File: config.mk
export PLATFORM = sky130hd
export DESIGN_NAME = bcd_count_src_flat
export DESIGN_NICKNAME = d
export VERILOG_FILES = /design/src/rtl/bcd_pkg.sv /design/src/rtl/bcd_count_src_if.sv /design/src/rtl/bcd_digit.sv /design/src/rtl/bcd_count_src.sv /design/src/flat_wrapper.sv
export SDC_FILE = /design/constraint.sdc
export NUM_CORES = 1
export LEC_CHECK = 0
export CAP_MARGIN = 10
export CORE_AREA = 2 2 66 68
export DETAILED_ROUTE_END_ITERATION = 8
export DIE_AREA = 0 0 68 70
export GPL_TIMING_DRIVEN = 0
export PLACE_DENSITY = 0.45
export SYNTH_ARGS = -nofsm -noshare
export SYNTH_HDL_FRONTEND = slang
export SYNTH_SLANG_ARGS = --single-unit
File: constraint.sdc
create_clock -name clk -period 2.45 [get_ports clk]
set_clock_uncertainty 0.2 [all_clocks]
set_input_delay 0.6125 -clock clk [delete_from_list [all_inputs] [get_ports clk]]
set_output_delay 0.6125 -clock clk [all_outputs]
set_load 0.02 [all_outputs]
File: src/rtl/bcd_pkg.sv
// Shared BCD digit constants and helpers used by the counter slice.
package bcd_pkg;

    localparam int unsigned BCD_W = 4;
    localparam logic [BCD_W-1:0] BCD_MAX  = 4'd9;
    localparam logic [BCD_W-1:0] BCD_ZERO = 4'd0;

    // True when a nibble holds a legal decimal digit.
    function automatic logic is_bcd(input logic [BCD_W-1:0] digit);
        return (digit <= BCD_MAX);
    endfunction

endpackage

File: src/rtl/bcd_count_src_if.sv
// Handshake/control bundle between the BCD count source and its consumer.
interface bcd_count_src_if #(
    parameter int unsigned NDIG = 2
);
    localparam int unsigned CW = 4 * NDIG;

    logic          en;
    logic          up_dn;
    logic          load;
    logic [CW-1:0] load_val;
    logic [CW-1:0] count;
    logic          out_valid;
    logic          out_ready;
    logic          wrap;
    logic          tc;
    logic          load_err;

    modport master (
        input  en, up_dn, load, load_val, out_ready,
        output count, out_valid, wrap, tc, load_err
    );

    modport slave (
        output en, up_dn, load, load_val, out_ready,
        input  count, out_valid, wrap, tc, load_err
    );

endinterface

File: src/rtl/bcd_digit.sv
// One decimal digit register with load, increment and decrement (wrapping 9<->0).
module bcd_digit
    import bcd_pkg::*;
(
    input  logic             clk,
    input  logic             rst_n,
    input  logic             ld,
    input  logic [BCD_W-1:0] ld_d,
    input  logic             inc,
    input  logic             dec,
    output logic [BCD_W-1:0] q,
    output logic             at_max,
    output logic             at_min
);

    assign at_max = (q == BCD_MAX);
    assign at_min = (q == BCD_ZERO);

    always_ff @(posedge clk or negedge rst_n) begin
        if (!rst_n) begin
            q <= BCD_ZERO;
        end else if (ld) begin
            q <= ld_d;
        end else if (inc) begin
            q <= at_max ? BCD_ZERO : q + BCD_W'(1);
        end else if (dec) begin
            q <= at_min ? BCD_MAX : q - BCD_W'(1);
        end
    end

endmodule

File: src/rtl/bcd_count_src.sv
// Multi-digit BCD up/down counter presented under a valid/ready handshake,
// with validated parallel load.
module bcd_count_src
    import bcd_pkg::*;
#(
    parameter int unsigned NDIG = 2
) (
    input  logic              clk,
    input  logic              rst_n,
    bcd_count_src_if.master   bus
);

    localparam int unsigned CW = BCD_W * NDIG;

    logic [CW-1:0]   count;
    logic [NDIG-1:0] at_max;
    logic [NDIG-1:0] at_min;
    logic [NDIG-1:0] carry;
    logic [NDIG-1:0] borrow;
    logic [NDIG-1:0] digit_ok;
    logic            out_valid_q;
    logic            wrap_q;
    logic            load_err_q;
    logic            step;
    logic            load_ok;
    logic            all_max;
    logic            all_min;

    // A load always wins over a step, even when the transfer is accepted.
    assign step    = out_valid_q & bus.out_ready & bus.en & ~bus.load;
    assign load_ok = bus.load & (&digit_ok);
    assign all_max = &at_max;
    assign all_min = &at_min;

    for (genvar i = 0; i < NDIG; i++) begin : g_digit
        assign digit_ok[i] = is_bcd(bus.load_val[BCD_W*i +: BCD_W]);

        // Digit i moves only when every lower digit is at its rollover value.
        if (i == 0) begin : g_lsd
            assign carry[i]  = 1'b1;
            assign borrow[i] = 1'b1;
        end else begin : g_upper
            assign carry[i]  = &at_max[i-1:0];
            assign borrow[i] = &at_min[i-1:0];
        end

        bcd_digit u_digit (
            .clk    (clk),
            .rst_n  (rst_n),
            .ld     (load_ok),
            .ld_d   (bus.load_val[BCD_W*i +: BCD_W]),
            .inc    (step & bus.up_dn & carry[i]),
            .dec    (step & ~bus.up_dn & borrow[i]),
            .q      (count[BCD_W*i +: BCD_W]),
            .at_max (at_max[i]),
            .at_min (at_min[i])
        );
    end

    // Valid comes up on the first edge out of reset, and stays up.
    always_ff @(posedge clk or negedge rst_n) begin
        if (!rst_n) begin
            out_valid_q <= 1'b0;
            wrap_q      <= 1'b0;
            load_err_q  <= 1'b0;
        end else begin
            out_valid_q <= 1'b1;
            wrap_q      <= step & (bus.up_dn ? all_max : all_min);
            if (bus.load) begin
                load_err_q <= ~(&digit_ok);
            end
        end
    end

    assign bus.count     = count;
    assign bus.out_valid = out_valid_q;
    assign bus.wrap      = wrap_q;
    assign bus.load_err  = load_err_q;
    assign bus.tc        = bus.up_dn ? all_max : all_min;

endmodule

File: src/flat_wrapper.sv
// flat-port wrapper written by rule: the top's interface ports become plain ports
module bcd_count_src_flat import bcd_pkg::*;
#(
    parameter int unsigned NDIG = 2
)
  (clk, rst_n, bus_en, bus_up_dn, bus_load, bus_load_val, bus_out_ready, bus_count, bus_out_valid, bus_wrap, bus_tc, bus_load_err);
  bcd_count_src_if #(.NDIG(NDIG)) bus_i ();
  input  logic clk;
  input  logic rst_n;
  input wire logic [$bits(bus_i.en)-1:0] bus_en;
  input wire logic [$bits(bus_i.up_dn)-1:0] bus_up_dn;
  input wire logic [$bits(bus_i.load)-1:0] bus_load;
  input wire logic [$bits(bus_i.load_val)-1:0] bus_load_val;
  input wire logic [$bits(bus_i.out_ready)-1:0] bus_out_ready;
  output wire logic [$bits(bus_i.count)-1:0] bus_count;
  output wire logic [$bits(bus_i.out_valid)-1:0] bus_out_valid;
  output wire logic [$bits(bus_i.wrap)-1:0] bus_wrap;
  output wire logic [$bits(bus_i.tc)-1:0] bus_tc;
  output wire logic [$bits(bus_i.load_err)-1:0] bus_load_err;
  assign bus_i.en = bus_en;
  assign bus_i.up_dn = bus_up_dn;
  assign bus_i.load = bus_load;
  assign bus_i.load_val = bus_load_val;
  assign bus_i.out_ready = bus_out_ready;
  assign bus_count = bus_i.count;
  assign bus_out_valid = bus_i.out_valid;
  assign bus_wrap = bus_i.wrap;
  assign bus_tc = bus_i.tc;
  assign bus_load_err = bus_i.load_err;
  bcd_count_src #(.NDIG(NDIG)) u_core (.clk(clk), .rst_n(rst_n), .bus(bus_i));
endmodule
==> impl_metrics.json <==
{
  "hp-start": "u_core.bus.load_err",
  "drt_iter0_drc": 52,
  "synth_flop_cell": "dfrtp_1",
  "placement.io_buffers": 25,
  "crit_chain": "buf_8, nor2_4, nand2_2, nor3_4, a41oi_4, nor3_2, buf_4",
  "hold_path.class": "reg2reg",
  "wl_um": 2935,
  "synth_top_family_by_area": "simple AND/OR/NAND/NOR gates",
  "routedWlPerCell_um": 14.53,
  "async_reset_ff_share_pct": 100.0,
  "r2r-start": "u_core.g_digit[0].u_digit.q[2]",
  "num_vias": 1044,
  "post-route-util_pct": 34.72,
  "die_x_um": 68,
  "diodes": 0,
  "synth_edf_count": 0,
  "worst_slew_pin_slew_ns": 0.5341,
  "syn_area_um2": 895.9,
  "post-route-period-util_pct": 99.11,
  "synth_mux_area_share_pct": 3.492,
  "post-route-drc-count": 0,
  "setup_viol": 0,
  "ant_nets": 0,
  "path_class": "reg2out",
  "rows": 24,
  "pin_count": 26,
  "r2r_setup_slack_ns": 0.27,
  "crit_path_max_fanout": 5,
  "layout-drive-gt1-share_pct": 26.00,
  "grt_max_degree": 12,
  "start_util_pct": 21.62,
  "min_to": "u_core.bus.load_err",
  "core-area_mm2": 0.004144,
  "place_inst": 184,
  "cap_viol_max_count": 0,
  "layout.nets": 165,
  "clockBufferDepth": 2,
  "power_leakage_nw": 0.5644,
  "stdcell_count": 202,
  "arrival_ns": 1.62,
  "post-route-min-period_ns": 2.428,
  "root_buffer": "clkbuf_8",
  "antenna_found_initial": 0,
  "die_y_um": 70,
  "crit_required_ns": 1.64,
  "grt_pass1_vias": 961,
  "r2r_cells": 9,
  "cts_num_sinks": 11,
  "grt_util_all_layers_pct": 12.64,
  "cp_slowest_stage_delay_ns": 0.45,
  "outcome": "finished, final reports clean",
  "layout_common_cells": "clkdlybuf4s50_1 (23), buf_4 (16), dfrtp_1 (9)",
  "synthAdderAreaFrac_pct": 0,
  "synth_compound_area_share_pct": 26.26,
  "cts_tree": "yes",
  "ys_seq_elements": 11,
  "htree_levels": 1,
  "worstHoldPathCells": 2,
  "powerDensity_mw_per_mm2": 653.4,
  "routed_via_density": 5.168,
  "irDropWorstVdd_mv": 0.2877,
  "grt_pass1_wl_um": 4602,
  "r2r_end": "u_core.g_digit[1].u_digit.q[2]",
  "cts.clk_slew.worst_paths_ns": 0.05,
  "hold_violations": 0,
  "yosysUniqueCellTypes": 44,
  "timing.fmax_mhz": 411.8,
  "synth_simple_gate_area_share_pct": 27.09,
  "syn_area_per_cell_um2": 8.373,
  "slew_viol_final": 0,
  "rsz0062_at_grt": "yes",
  "synth_xor_area_share_pct": 2.933,
  "slew_headroom_pct": 64.28,
  "yosysSeqAreaShare_pct": 30.73,
  "overflow": 0,
  "slowest_stage": "dfrtp_2",
  "startpoint_type": "register",
  "syn_nets": 121,
  "first_pass_iters": 4,
  "numCtsBuffers": 3,
  "syn_to_final_growth_pct": 60.61,
  "worstSkewPairLatency_ns": 0.24,
  "end_kind": "primary output",
  "yosysWarnings": 0,
  "synth_cells": 107,
  "final_common_cell": "clkdlybuf4s50_1",
  "place_hpwl_um": 1964,
  "dieArea_mm2": 0.004760,
  "ctsHoldBuffers": 0,
  "place_congestion": 0.8141
}
==> power breakdown <==
group,switching (mW),internal [mW],leakage [nW]
combinational,0.255,0.251,0.409
sequential,0.0326,0.213,0.132
clock,0.0734,0.115,0.0228
==> routing by layer <==
layer  part of all wire (%)  routed length (um)  track usage [%]  vias up
li1                       -                   -                -      492
met3                    4.3                 126            1.610       12
met4                    3.4                  99            6.667        0
met2                     51                1484            19.96       47
met1                     42                1223            16.40      493
met5                      0                   0                0        -
==> area by class of cell <==
class / instances / area (um^2)
fill: 446 / 2705
multi-input combinational: 80 / 595.6
timing repair buffer: 39 / 354.1
sequential: 11 / 277.8
buffer: 12 / 86.33
tap: 52 / 65.06
clock buffer: 4 / 45.04
inverter: 4 / 15.01
==> logic make-up (layout without fill, tap and decap cells) <==
logic type / Yosys count / in the layout
AO/OA/AOI/OAI: 32 / 32
XOR/XNOR: 3 / 3
buffers and inverters: 16 / 59
flip-flops: 11 / 11
multiplexers: 3 / 3
other: 1 / 1
AND/OR/NAND/NOR: 41 / 41
==> metrics by stage <==
step / hold slack, ns / worst slack [ns] / power, mW / area (um^2) / TNS, ns
3_5_place_dp: 0.2878 / -1.048 / 0.6405 / 1216 / -1.665
4_1_cts: 0.3086 / -0.05651 / 0.8802 / 1350 / -0.05651
6_report: 0.3016 / 0.02175 / 0.9401 / 1439 / 0
3_3_place_gp: 0.2865 / -0.9985 / 0.6351 / 1216 / -1.619
5_1_grt: 0.3632 / -0.07851 / 0.9960 / 1439 / -0.1232
2_1_floorplan: 0.1169 / 0.1247 / 0.4978 / 900.9 / 0
==> critical path, delay by kind of cell (launching register included) <==
kind | cells | cell delay, ns
buffers and inverters | 2 | 0.32
AO/OA/AOI/OAI | 1 | 0.05
flip-flops | 1 | 0.45
AND/OR/NAND/NOR | 4 | 0.55
==> worst max path at each step <==
stage | cells after the start | to | from
finish | 7 | bus_tc | u_core.g_digit[0].u_digit.q[1]
global route | 7 | bus_tc | u_core.g_digit[0].u_digit.q[1]
CTS | 6 | bus_tc | u_core.g_digit[0].u_digit.q[2]
detailed placement | 7 | bus_tc | bus_up_dn
global placement | 7 | bus_tc | bus_up_dn
floorplan | 6 | bus_tc | u_core.g_digit[0].u_digit.q[1]
==> cells in the mapped netlist, types with 2 or more instances <==
| cell | number | share of area, % |
|---|---|---|
| dfrtp_1 | 11 | 31 |
| nor2_1 | 9 | 3.8 |
| nand2_1 | 7 | 2.9 |
| clkbuf_1 | 6 | 2.5 |
| nor3_1 | 5 | 2.8 |
| o21ai_0 | 5 | 2.8 |
| a221o_1 | 4 | 4.5 |
| a31oi_1 | 4 | 2.8 |
| inv_1 | 4 | 1.7 |
| nand3_1 | 4 | 2.2 |
| xnor2_1 | 3 | 2.9 |
| a211oi_1 | 2 | 1.7 |
| a21oi_1 | 2 | 1.1 |
| a22oi_1 | 2 | 1.7 |
| and3_1 | 2 | 1.4 |
| buf_2 | 2 | 1.1 |
| buf_6 | 2 | 2.5 |
| mux2i_1 | 2 | 2.2 |
| nand3b_1 | 2 | 1.7 |
| nand4b_1 | 2 | 2.0 |
| o21ai_1 | 2 | 1.1 |
| o22ai_1 | 2 | 1.4 |
| or4_1 | 2 | 1.7 |
==> state kept, by name (all words and copies together) (netlist names) <==
register and flops:
u_core.bus.out_valid 1, u_core.bus.load_err 1, u_core.bus.wrap 1, u_core.g_digit.u_digit.q 8
==> repair_timing <==
action,CTS,global route
pin swaps,3,6
setup buffers,7,7
resized for setup,21,11
endpoints found under the hold margin,0,0
setup endpoints to repair,1,3
(Power assumes the default switching activity.)
==> RTL edit (config.mk and constraints unchanged) <==
Make the reset (`rst_n`) synchronous in 2 clocked blocks.
--- a/src/rtl/bcd_digit.sv
+++ b/src/rtl/bcd_digit.sv
@@ -18,3 +18,3 @@
 
-    always_ff @(posedge clk or negedge rst_n) begin
+    always_ff @(posedge clk) begin
         if (!rst_n) begin
--- a/src/rtl/bcd_count_src.sv
+++ b/src/rtl/bcd_count_src.sv
@@ -60,3 +60,3 @@
     // Valid comes up on the first edge out of reset, and stays up.
-    always_ff @(posedge clk or negedge rst_n) begin
+    always_ff @(posedge clk) begin
         if (!rst_n) begin
Function: differs if rst_n is asserted again (counterexample within 4 cycles, from zero or initial values and one cycle with rst_n low); with rst_n held inactive, the same outputs for 10 cycles.
==> RTL edit against the original RTL <==
Hold slack got worse by 0.032 ns; sequential share of layout area fell by 0.99 points; critical path depth decreased by 1; global-route usage is 1.9 points lower; sequential cell count is the same; wire length fell by 19%; setup slack improved by 0.10 ns; first-iteration DRC count unchanged; final area decreased by 16%; area after synthesis decreased by 7.5%; synthesized cell count unchanged; highest routed layer unchanged.
Power is not compared: it rests on default switching activity, and its combinational part moved more than twofold at a synthesized area within 25%.
==> RTL edit: results (changes against the original RTL) <==
[metrics] largest net degree at the start of global routing: 11 (was 12)
[metrics] cell at the slowest stage of the critical path: dlygate4sd2_1 (was dfrtp_2)
[metrics] predominant post-synthesis flop cell: dfxtp_1 (was dfrtp_1)
[metrics] Avg Vias per Cell: 4.50 (was 5.17)
[metrics] outcome: finished, final reports clean (unchanged)
[metrics] Post-synth ARST share: 0 (was 1.00)
[metrics] Arrival @ worst endpoint: 1.51 ns (was 1.62 ns)
[metrics] peak fanout along the critical path: 2 (was 5)
[metrics] largest reg by FF count: u_core.g_digit.u_digit.q (unchanged)
[metrics] area post-placement: 1140 um^2 (was 1220 um^2)
[metrics] total iterations of the first detailed-routing run: 4 (unchanged)
[metrics] relative max-transition margin: 0.721 (was 0.643)
[metrics] Yosys top cell area share: 0.266 (was 0.307)
[metrics] hold crit path type: register to register (unchanged)
[metrics] Multi-input gate area: 547 um^2 (was 596 um^2)
[metrics] GRT Total Usage: 0.107 (was 0.126)
[metrics] largest stage delay on the critical path: 0.21 ns (was 0.45 ns)
[metrics] Routability Congestion: 0.828 (was 0.814)
[metrics] P_sw: 175 uW
[metrics] Layout Nets: 152 (was 165)
[metrics] share of the yosys chip area belonging to registers: 0.266 (was 0.307)
[metrics] commonest cells in the synthesized netlist: 11 x dfxtp_1, 10 x nand2_1, 10 x nand3_1, 10 x nor2_1 (was 11 x dfrtp_1, 9 x nor2_1, 7 x nand2_1, 6 x clkbuf_1)
[metrics] first-pass GRT wire length: 3930 um (was 4600 um)
[metrics] Synth Net Count: 121 (unchanged)
[metrics] Area contributors post-synth: dfxtp_1 27%, nand3_1 6.0%, nand2_1 4.5% (was dfrtp_1 31%, a221o_1 4.5%, nor2_1 3.8%)
[metrics] Yosys warning total: 0 (unchanged)
[metrics] Synth Area in XOR/XNOR: 0.0529 (was 0.0293)
[metrics] number of fill cells: 448 (was 446)
[metrics] proportion of layout cells with a drive suffix above 1: 0.139 (was 0.260)
[metrics] mux cell area share after synthesis: 0.0242 (was 0.0349)
[metrics] Setup WS pre-CTS: -0.749 ns (was -1.05 ns)
[metrics] share of the synthesized area in compound gates (AO/OA/AOI/OAI): 0.279 (was 0.263)
[metrics] Detail Placement HPWL: 1790 um (was 1960 um)
[metrics] vias in the first global route: 874 (was 961)
[metrics] synth unique cells: 40 (was 44)
[metrics] WL/cell: 12.6 um (was 14.5 um)
[metrics] sum of routed wire length over all layers: 2370 um (was 2940 um)
[RTL edit: layout make-up]
type,count,share of cell area
multi-input cells,83,0.455
repair buffers,26,0.214
flip-flops and latches,11,0.183
well taps,52,0.0541
plain buffers,9,0.0437
clock buffers,4,0.0375
inverters,4,0.0125
[RTL edit: power groups by stage]
| stage | registers [mW] | clock network, mW | logic (mW) |
|---|---|---|---|
| finish | 0.198 | 0.187 | 0.182 |
| global route | 0.201 | 0.205 | 0.200 |
| CTS | 0.199 | 0.195 | 0.184 |
| detailed placement | 0.202 | 0 | 0.182 |
| global placement | 0.202 | 0 | 0.180 |
| floorplan | 0.215 | 0 | 0.0996 |
[RTL edit: path summary, 6_finish.rpt]
path                                                from                                     endpoint  slack, ns  cells after the start
max                                            bus_up_dn                                       bus_tc       0.12                      6
min                     u_core.bus.load_err$_SDFFE_PN0P_             u_core.bus.load_err$_SDFFE_PN0P_       0.27                      2
max reg2reg  u_core.g_digit[0].u_digit.q[2]$_SDFFE_PN0P_  u_core.g_digit[1].u_digit.q[3]$_SDFFE_PN0P_       0.72                      6
min reg2reg             u_core.bus.load_err$_SDFFE_PN0P_             u_core.bus.load_err$_SDFFE_PN0P_       0.27                      2
[RTL edit: per-layer routing]
layer / up-vias / share of wire / GRT usage
met1: 383 / 0.46 / 0.126
met3: 4 / 0.032 / 0.0193
met4: 0 / 0.022 / 0.0511
met5: - / 0 / 0
met2: 14 / 0.49 / 0.181
li1: 450 / - / -
[RTL edit: cells by family (layout without fill, tap and decap cells)]
group           count (synthesis)  count (layout)
simple gates                   47              47
compound gates                 29              29
buf+inv                        13              43
flops                          11              11
xor+xnor                        5               5
mux                             2               2
[RTL edit: what timing repair did]
action / CTS / global route
setup endpoints to repair: 1 / 5
hold buffers: 0 / 0
buffers inserted: 1 / 0
resized for setup: 10 / 2
